===== src/rtl/game_text_pkg.sv =====
// Shared definitions for the text line driver and its message ROM.
// Contents: letter codes understood by the letter bitmap, letter width,
// driver state encoding and the message selector type.
package game_text_pkg;

   localparam int LETTER_W = 6;

   typedef enum logic [LETTER_W-1:0] {
      BLANK = 6'd0,
      P     = 6'd1,
      R     = 6'd2,
      E     = 6'd3,
      S     = 6'd4,
      A     = 6'd5,
      C     = 6'd6,
      T     = 6'd7,
      O     = 6'd8,
      N     = 6'd9,
      D     = 6'd10,
      M     = 6'd11,
      I     = 6'd12,
      Z     = 6'd13,
      B     = 6'd14,
      K     = 6'd15,
      Y     = 6'd16,
      U     = 6'd17,
      W     = 6'd18,
      L     = 6'd19
   } letter_t;

   // first code the bitmap cannot draw
   localparam logic [LETTER_W-1:0] LETTER_LIMIT = 6'd20;

   typedef enum logic [1:0] {
      ST_IDLE   = 2'd0,
      ST_REVEAL = 2'd1,
      ST_HOLD   = 2'd2
   } state_t;

   typedef logic [1:0] msg_idx_t;

endpackage


===== src/rtl/game_text_rom.sv =====
// Combinational message ROM: (message, cell index) -> letter code.
// Ports:
//   msg  - message selector (0 BRICKS, 1 PRESS START, 2 YOU WIN, 3 YOU LOSE)
//   idx  - character cell index; cells past the end of a message are blank
//   code - letter code, anything the bitmap cannot draw is returned as blank
module game_text_rom
   import game_text_pkg::*;
(
   input  msg_idx_t              msg,
   input  logic [10:0]           idx,
   output logic [LETTER_W-1:0]   code
);

   letter_t ch;

   always_comb begin
      ch = BLANK;
      case (msg)
         2'd0: begin
            case (idx)
               11'd0:   ch = B;
               11'd1:   ch = R;
               11'd2:   ch = I;
               11'd3:   ch = C;
               11'd4:   ch = K;
               11'd5:   ch = S;
               default: ch = BLANK;
            endcase
         end
         2'd1: begin
            case (idx)
               11'd0:   ch = P;
               11'd1:   ch = R;
               11'd2:   ch = E;
               11'd3:   ch = S;
               11'd4:   ch = S;
               11'd5:   ch = BLANK;
               11'd6:   ch = S;
               11'd7:   ch = T;
               11'd8:   ch = A;
               11'd9:   ch = R;
               11'd10:  ch = T;
               default: ch = BLANK;
            endcase
         end
         2'd2: begin
            case (idx)
               11'd0:   ch = Y;
               11'd1:   ch = O;
               11'd2:   ch = U;
               11'd3:   ch = BLANK;
               11'd4:   ch = W;
               11'd5:   ch = I;
               11'd6:   ch = N;
               default: ch = BLANK;
            endcase
         end
         2'd3: begin
            case (idx)
               11'd0:   ch = Y;
               11'd1:   ch = O;
               11'd2:   ch = U;
               11'd3:   ch = BLANK;
               11'd4:   ch = L;
               11'd5:   ch = O;
               11'd6:   ch = S;
               11'd7:   ch = E;
               default: ch = BLANK;
            endcase
         end
      endcase

      if (ch >= LETTER_LIMIT) code = '0;
      else                    code = ch;
   end

endmodule


===== src/rtl/game_text_line_driver.sv =====
// Pixel-side driver for the letter bitmap: maps the VGA pixel coordinate to
// a character cell, letter code and in-cell offsets, and plays a typewriter
// reveal of one of four messages (one more character every
// CHAR_DELAY_FRAMES frames, then hold).
// Ports:
//   clk, reset          - pixel clock, synchronous active-high reset
//   pixelX, pixelY      - current pixel coordinate
//   startOfFrame        - one pulse per frame, paces the reveal
//   start, clear        - begin reveal of msgSel / blank and go idle
//   msgSel              - message latched on start
//   letter, offsetX,
//   offsetY,
//   InsideRectangle     - registered bitmap inputs, one cycle after the pixel
//   busy, done          - revealing / holding the full message
// Optional build macro TEXT_BLINK_EN: blinks the held message with a
// half-period of BLINK_FRAMES frames.
//
// state     | meaning
// ----------+--------------------------------------------------
// ST_IDLE   | nothing displayed, waiting for start
// ST_REVEAL | cells 0..reveal_q-1 displayed, reveal advancing
// ST_HOLD   | whole line displayed until start/clear
module game_text_line_driver
   import game_text_pkg::*;
#(
   parameter logic [10:0] TOP_LEFT_X        = 11'd128,
   parameter logic [10:0] TOP_LEFT_Y        = 11'd200,
   parameter int          SCALE_SHIFT       = 2,
   parameter int          NUM_CHARS         = 16,
   parameter int          CHAR_DELAY_FRAMES = 8,
   parameter int          BLINK_FRAMES      = 32
)(
   input  logic                  clk,
   input  logic                  reset,
   input  logic [10:0]           pixelX,
   input  logic [10:0]           pixelY,
   input  logic                  startOfFrame,
   input  logic                  start,
   input  logic                  clear,
   input  logic [1:0]            msgSel,
   output logic [LETTER_W-1:0]   letter,
   output logic [10:0]           offsetX,
   output logic [10:0]           offsetY,
   output logic                  InsideRectangle,
   output logic                  busy,
   output logic                  done
);

   localparam int CELL_W    = 8 << SCALE_SHIFT;
   localparam int CELL_H    = 16 << SCALE_SHIFT;
   localparam int IDX_SHIFT = 3 + SCALE_SHIFT;
   localparam int X_END     = int'(TOP_LEFT_X) + NUM_CHARS * CELL_W;
   localparam int Y_END     = int'(TOP_LEFT_Y) + CELL_H;
   localparam int RC_W      = $clog2(NUM_CHARS + 1);
   localparam int FT_W      = (CHAR_DELAY_FRAMES > 1) ? $clog2(CHAR_DELAY_FRAMES) : 1;

   localparam logic [RC_W-1:0] RC_FULL    = RC_W'(NUM_CHARS);
   localparam logic [FT_W-1:0] FT_LOAD    = FT_W'(CHAR_DELAY_FRAMES - 1);
   localparam logic [10:0]     OFF_X_MASK = 11'(CELL_W - 1);
   localparam logic [10:0]     OFF_Y_MASK = 11'(CELL_H - 1);

   state_t                state_q, state_d;
   msg_idx_t              msg_q, msg_d;
   logic [RC_W-1:0]       reveal_q, reveal_d;
   logic [FT_W-1:0]       ftmr_q, ftmr_d;

   logic                  in_line;
   logic [10:0]           rel_x, rel_y;
   logic [10:0]           cell_idx;
   logic [LETTER_W-1:0]   rom_code;
   logic                  shown;
   logic                  blank_blink;

   // ---------------- geometry ----------------
   // bounds are checked on the raw coordinate so the wrapped subtraction
   // below can never produce a false hit left of / above the line
   always_comb begin
      in_line = (int'(pixelX) >= int'(TOP_LEFT_X)) && (int'(pixelX) < X_END) &&
                (int'(pixelY) >= int'(TOP_LEFT_Y)) && (int'(pixelY) < Y_END);
      rel_x    = pixelX - TOP_LEFT_X;
      rel_y    = pixelY - TOP_LEFT_Y;
      cell_idx = rel_x >> IDX_SHIFT;
   end

   game_text_rom u_rom (
      .msg  (msg_q),
      .idx  (cell_idx),
      .code (rom_code)
   );

   // ---------------- sequencing FSM ----------------
   always_ff @(posedge clk) begin
      if (reset) begin
         state_q  <= ST_IDLE;
         msg_q    <= '0;
         reveal_q <= '0;
         ftmr_q   <= '0;
      end else begin
         state_q  <= state_d;
         msg_q    <= msg_d;
         reveal_q <= reveal_d;
         ftmr_q   <= ftmr_d;
      end
   end

   // frame timer is a down-counter: reloaded on start, next cell revealed
   // on the frame pulse that finds it at zero
   always_comb begin
      state_d  = state_q;
      msg_d    = msg_q;
      reveal_d = reveal_q;
      ftmr_d   = ftmr_q;
      if (clear) begin
         state_d  = ST_IDLE;
         reveal_d = '0;
         ftmr_d   = '0;
      end else if (start) begin
         msg_d    = msgSel;
         reveal_d = RC_W'(1);
         ftmr_d   = FT_LOAD;
         state_d  = (NUM_CHARS == 1) ? ST_HOLD : ST_REVEAL;
      end else if (state_q == ST_REVEAL && startOfFrame) begin
         if (ftmr_q == '0) begin
            ftmr_d   = FT_LOAD;
            reveal_d = reveal_q + RC_W'(1);
            if (reveal_d == RC_FULL) state_d = ST_HOLD;
         end else begin
            ftmr_d = ftmr_q - FT_W'(1);
         end
      end
   end

   assign busy = (state_q == ST_REVEAL);
   assign done = (state_q == ST_HOLD);

   // ---------------- optional blink in HOLD ----------------
`ifdef TEXT_BLINK_EN
   localparam int BT_W = (BLINK_FRAMES > 1) ? $clog2(BLINK_FRAMES) : 1;
   localparam logic [BT_W-1:0] BT_LOAD = BT_W'(BLINK_FRAMES - 1);

   logic [BT_W-1:0] btmr_q, btmr_d;
   logic            phase_q, phase_d;

   // anything other than staying in HOLD re-arms the timer with phase 0,
   // so every entry into HOLD starts visible
   always_comb begin
      btmr_d  = btmr_q;
      phase_d = phase_q;
      if (state_q == ST_HOLD && state_d == ST_HOLD) begin
         if (startOfFrame) begin
            if (btmr_q == '0) begin
               btmr_d  = BT_LOAD;
               phase_d = ~phase_q;
            end else begin
               btmr_d = btmr_q - BT_W'(1);
            end
         end
      end else begin
         btmr_d  = BT_LOAD;
         phase_d = 1'b0;
      end
   end

   always_ff @(posedge clk) begin
      if (reset) begin
         btmr_q  <= BT_LOAD;
         phase_q <= 1'b0;
      end else begin
         btmr_q  <= btmr_d;
         phase_q <= phase_d;
      end
   end

   assign blank_blink = phase_q;
`else
   assign blank_blink = 1'b0;

   // blink period only matters when the blink option is built in
   if (BLINK_FRAMES < 1) begin : g_blink_frames_unused
   end
`endif

   // ---------------- output registers ----------------
   assign shown = in_line && (cell_idx < 11'(reveal_q)) && (state_q != ST_IDLE);

   always_ff @(posedge clk) begin
      if (reset) begin
         letter          <= '0;
         offsetX         <= '0;
         offsetY         <= '0;
         InsideRectangle <= 1'b0;
      end else begin
         letter          <= shown ? rom_code : '0;
         offsetX         <= rel_x & OFF_X_MASK;
         offsetY         <= rel_y & OFF_Y_MASK;
         InsideRectangle <= shown && !blank_blink;
      end
   end

endmodule

===== config.mk =====
export PLATFORM = sky130hd
export DESIGN_NAME = game_text_line_driver
export DESIGN_NICKNAME = d
export VERILOG_FILES = /design/src/rtl/game_text_pkg.sv /design/src/rtl/game_text_rom.sv /design/src/rtl/game_text_line_driver.sv
export SDC_FILE = /design/constraint.sdc
export NUM_CORES = 1
export LEC_CHECK = 0
export ABC_AREA = 1
export CORE_MARGIN = 8
export CORE_UTILIZATION = 42
export CTS_BUF_LIST = sky130_fd_sc_hd__clkbuf_16
export CTS_CLUSTER_DIAMETER = 50
export DETAILED_ROUTE_END_ITERATION = 10
export PLACE_DENSITY = 0.85
export SLEW_MARGIN = 40
export SYNTH_ARGS = -nofsm -noshare
export SYNTH_HDL_FRONTEND = slang
export SYNTH_SLANG_ARGS = --single-unit

===== constraint.sdc =====
create_clock -name clk -period 1.61 [get_ports clk]
set_input_delay 0.161 -clock clk [delete_from_list [all_inputs] [get_ports clk]]
set_output_delay 0.161 -clock clk [all_outputs]
set_load 0.1 [all_outputs]

# --- Word-level counts from Yosys, hierarchy flattened ---
# Memory sizes are Yosys's and may differ from the RTL's.
# Cells that the tools add are included.
word_totals:
  memories: 2
  register_bits: 41
  elab_cells: 76
  output_inout_bits: 31
  mem_bits_ro: 88
  in_bits: 29
classes:
  reduce_logical: 23
  eq_ne: 12
  order_cmp: 6
  bitwise: 2
  n_addsub: 4
  muxes: 15
mem_list:
  columns: ["memory", "depth", "width", "read_ports", "rd_clocked_by_memory_dff", "wr", "line", "text"]
  rows:
  - ["(name not given)", 16, 3, 1, 0, 0, "game_text_rom.sv:31", "case (idx)"]
  - ["(name not given)", 8, 5, 1, 0, 0, "game_text_rom.sv:59", "case (idx)"]
ops:
  columns: ["cell", "count"]
  rows:
  - ["one-hot mux 5 bit (6 select lines)", 1]
  - ["one-hot mux 4 bit (6 select lines)", 1]
  - ["one-hot mux 6 bit (4 select lines)", 1]
  - [">= comparator 11 x 8 -> 1 bit, second input constant", 2]
  - ["equality test 6 x 3 -> 1 bit, second input constant", 3]
  - ["equality test 6 x 2 -> 1 bit, second input constant", 2]
  - ["2-to-1 mux 6 bit", 2]
  - ["logical NOT 11 bit", 1]
  - ["less-than comparator 11 x 10 -> 1 bit, second input constant", 1]
  - ["less-than comparator 11 x 9 -> 1 bit, second input constant", 1]
  - ["subtractor 11 x 8 -> 11 bit, second input constant", 1]
  - ["2-to-1 mux 3 bit", 3]
  - ["logical NOT 8 bit", 1]
  - ["nonzero test 2 bit", 4]
  - ["logical NOT 7 bit", 1]
  - ["2-to-1 mux 1 bit", 7]
  - ["equality test 2 bit, second input constant", 3]
  - ["equality test 6 x 1 -> 1 bit, second input constant", 1]
  - [">= comparator 6 x 5 -> 1 bit, second input constant", 1]
  - ["logical AND 1 bit", 6]
  - ["less-than comparator 6 x 5 -> 1 bit", 1]
  - ["AND reduction 2 bit", 3]
  - ["AND reduction 3 bit", 2]
  - ["OR reduction 3 bit", 2]
  - ["9 further kinds", 11]

# --- Depth between registers and ports, before layout ---
logic_depth:
  depth_word: 8
  depth_mapped: 15
  mapped_depth_nobuf: 15

# --- Modules after synthesis ---
# From an unflattened synthesis, not the netlist that was laid out.
hier_totals:
  hier_cells: 305
  area_unflattened_um2: 2005.7
by_module_without_submodules:
  columns: ["mod", "seq_area_each_um2", "cells_per_inst", "n_inst", "area_each_um2"]
  rows:
  - ["game_text_line_driver", 600.6, 216, 1, 1516.5]
  - ["game_text_rom", 0.0, 89, 1, 489.2]

# --- Worst setup path before layout ---
# Ideal clock, no wire load.
synth_timing:
  path_type: "reg2reg"
  startpoint: "register state_q[0]"
  endpoint: "register reveal_q[1]"
  stages_incl_launch_ff: 8
  required_time_ps: 1491
  setup_ps: 119
  n_path_buf: 0
  arrival_ps: 2534
  slack_ps: -1043
  synth_period_minus_slack_ps: 2653
  cell_sequence: "dfxtp_1 inv_1 nor2_1 nand2_1 nor2_1 inv_1 o21ai_0 a21oi_1"
synth_via:
  elab_chain_cells: 3
synth_lines:
  columns: ["item", "line", "text"]
  rows:
  - ["from (decl)", "game_text_line_driver.sv:62", "state_t state_q, state_d;"]
  - ["from (signal assigned)", "game_text_line_driver.sv:99", "state_q <= state_d;"]
  - ["equality test 2 x 1 -> 1 bit", null, null]
  - ["named net busy", "game_text_line_driver.sv:45", "output logic busy,"]
  - ["logical AND 1 bit", "game_text_line_driver.sv:122", "end else if (state_q == ST_REVEAL && startOfFrame) begin"]
  - ["AND reduction 2 bit (no source line)", null, null]
  - ["to (signal assigned)", "game_text_line_driver.sv:101", "reveal_q <= reveal_d;"]
  - ["to (decl)", "game_text_line_driver.sv:64", "logic [RC_W-1:0] reveal_q, reveal_d;"]
# The timed path passes the listed nets, and every way through them passes these cells.
# A chain may end at the register's enable or synchronous reset.

# --- Worst setup path in the final report ---
layout_timing:
  startpoint: "register reveal_q[4]"
  endpoint: "register letter[4]"
layout_via:
  elab_chain_cells: 5
layout_lines:
  columns: ["item", "line", "text"]
  rows:
  - ["less-than comparator 6 x 5 -> 1 bit", "game_text_line_driver.sv:184", "assign shown = in_line && (cell_idx < 11'(reveal_q)) && (state_q != ST_IDLE);"]
  - ["logical AND 1 bit (2 in series)", "game_text_line_driver.sv:184", null]
  - ["inverter 1 bit (no source line)", null, null]
  - ["OR reduction 3 bit (no source line)", null, null]
  - ["to (signal assigned)", "game_text_line_driver.sv:193", "letter <= shown ? rom_code : '0;"]
  - ["to (decl)", "game_text_line_driver.sv:41", "output logic [LETTER_W-1:0] letter,"]
# Every way passes these cells.

==> flow_summary.json <==
{
  "gp_congestion": 0.940,
  "rsz0062_at_grt": "yes",
  "cts_buffer_depth": 2,
  "ys_types": 37,
  "yosysSeqAreaShare_pct": 29.8,
  "cp_slowest_cell": "dfxtp_1",
  "die_area_sq_um": 7070,
  "hold_class": "in -> reg",
  "grt_antenna_before_repair": 0,
  "core_sq_um": 4410,
  "slew_violations": 0,
  "fin_ws_ns": 0.0558,
  "wirelength_mm": 6.39,
  "floorplan.initialDensity_pct": 44.1,
  "fp.dieW_um": 84.1,
  "postRouteAntennaNets": 0,
  "globalRouteTotalUtil_pct": 17.2,
  "grt_overflow": 0,
  "synthesis.area_sq_um": 1950,
  "arrival_ns": 1.77,
  "cts_root_buffer": "clkbuf_16",
  "grt_pass1_wl_mm": 10.1,
  "clock_latency_ns": 0.27,
  "power_density_nw_per_um2": 747,
  "leakagePower_uw": 0.00155,
  "critPathMaxStageDelay_ns": 0.37,
  "cts-buffers-inserted": 5,
  "fin_crit_ns": 1.55,
  "place_ws_ns": -0.596,
  "fin_nets": 413,
  "clock_sinks": 29,
  "route.detailed.drc": 0,
  "vias": 2173,
  "synth_flop_cell": "dfxtp_1",
  "outcome": "finished clean",
  "cts_tree": "yes",
  "end_kind": "flip-flop",
  "cts_hold_buf": 0,
  "drt_iter0_drc": 110,
  "post_drt_wl_per_cell_um": 15.2,
  "port_buffers": 47,
  "worstSetupPathType": "reg -> reg",
  "synth_top_area_share_pct": 29.8,
  "n_antenna_cell": 0,
  "critical_path.cell_chain": "inv_2, ha_4, nor4_2, nand4_1, nor2_1, nand2_2, nor2_8, nand4_1, inv_1",
  "gr-usage-met2_pct": 29.7,
  "firstDrtPassIters": 4,
  "final_hold_viol_count": 0,
  "grt-busiest-layer": "met2",
  "fin_util_pct": 72.3,
  "die_height_um": 84.1,
  "synthTopCellsByArea": "dfxtp_1 (30%), ha_1 (11%), inv_1 (11%)",
  "max_cap_violations": 0,
  "rows": 24,
  "cp_max_fo": 4,
  "post-synth-top-area-cell": "dfxtp_1",
  "htree_levels": 2,
  "syn_avg_cell_area_sq_um": 7.11,
  "grt_max_degree": 12,
  "fmax_mhz": 643,
  "use_met3_pct": 5.08,
  "synth-edff-count": 0,
  "setup_viol": 0,
  "async_flop_share_pct": 0,
  "grtUsageMet1_pct": 17.6,
  "netlist_instances": 274,
  "viasPerCell": 5.19,
  "clk_pin_slew_ns": 0.05,
  "crit_path_start_kind": "flip-flop",
  "grt_pass1_vias": 2251,
  "io_pins": 60,
  "final.setup_skew_ns": 0.00310,
  "worstPathRequired_ns": 1.83,
  "hpwl_mm": 4.43,
  "yosys_warnings": 0,
  "layout-drive-gt1-share_pct": 33.5,
  "syn2layout_area_growth_pct": 63.8,
  "synth-seq-cells": 29,
  "cpMostUsedCell": "nand4_1",
  "finalCritPeriodShare_pct": 96.5,
  "irDropWorstVdd_uv": 426
}
[cell usage after synthesis (all sizes together) (4+ instances only)]
cell     n
nand4    5
nor2    35
a21oi   18
o21ai   12
nand3b   4
nand2   49
dfxtp   29
nand3   12
inv     58
ha      17
buf     13
xor2     4
[kinds of logic after synthesis]
group	share of synthesized area [%]
other	0.192
adders and majority gates	10.9
and+or+nand+nor	27.6
DFF	29.8
AOI/OAI and AO/OA	13.1
buffers and inverters	16.6
xor gates and xnor gates	1.80
[report_power, final]
part	internal, uW	switching, uW	total (uW)	leakage, uW
combinational	278	493	771	0.00125
clock	549	295	845	0.0000685
sequential	747	21.5	768	0.000239
total	1570	809	2380	0.00155
[layout make-up]
class / count / area [sq um]
Sequential cell: 29 / 583
Fill cell: 285 / 1220
Clock buffer: 5 / 125
Multi-Input combinational cell: 184 / 1230
Tap cell: 52 / 65.1
Inverter: 58 / 218
Timing Repair Buffer: 89 / 963
Clock inverter: 2 / 7.51
[per-stage QoR]
stage	instance area [sq um]	power [uW]	cells	TNS [ns]	hold slack, ns
floorplan	2010	1230	285	0	0.230
global placement	2890	1460	404	-2.97	0.449
detailed placement	2890	1480	404	-3.27	0.460
CTS	3130	2360	419	0	0.277
global route	3190	2480	419	-0.140	0.340
finish	3190	2380	419	0	0.305
[state kept, by name, summed over array words and instances (netlist names)]
register         flops
msg_q                2
InsideRectangle      1
offsetX              5
letter               5
offsetY              6
state_q              2
ftmr_q               3
reveal_q             5
[path summary, 6_finish.rpt]
kind | startpoint | end | slack (ns) | cells past startpoint
setup / recovery | reveal_q[4] | letter[4] | 0.06 | 9
hold / removal | pixelY[3] | offsetY[3] | 0.31 | 3
setup reg to reg | reveal_q[4] | letter[4] | 0.06 | 9
hold reg to reg | ftmr_q[2] | ftmr_q[2] | 0.48 | 2
[critical path, delay by kind of cell (launching register included)]
family,cells,cell delay [ns]
AND/OR/NAND/NOR,6,0.83
adder cells (fa/ha/maj),1,0.16
buffers and inverters,2,0.14
flip-flops,1,0.37
[layout by cell type (no fill, tap or decap), types with 5 or more instances in the layout]
cell type	instances
nand2_2	9
nand4_1	5
nand2_1	37
nor2_4	9
nor2_1	21
ha_1	11
a21oi_1	15
buf_12	19
o21ai_0	8
clkdlybuf4s50_1	19
conb_1	12
inv_2	12
nand3_1	11
inv_1	47
clkbuf_16	5
buf_4	41
dfxtp_1	27
dlygate4sd2_1	5
[metal layers]
| metal | up-vias | wire length, um |
|---|---|---|
| li1 | 1026 | - |
| met1 | 1007 | 2400 |
| met2 | 112 | 3190 |
| met3 | 28 | 493 |
| met4 | 0 | 303 |
| met5 | - | 0 |
[repair_timing]
action	CTS	global route
pin swaps	17	14
endpoints found under the setup margin	6	6
gates resized for setup	34	24
buffers inserted	8	0
Power figures use the tool's default switching activity.
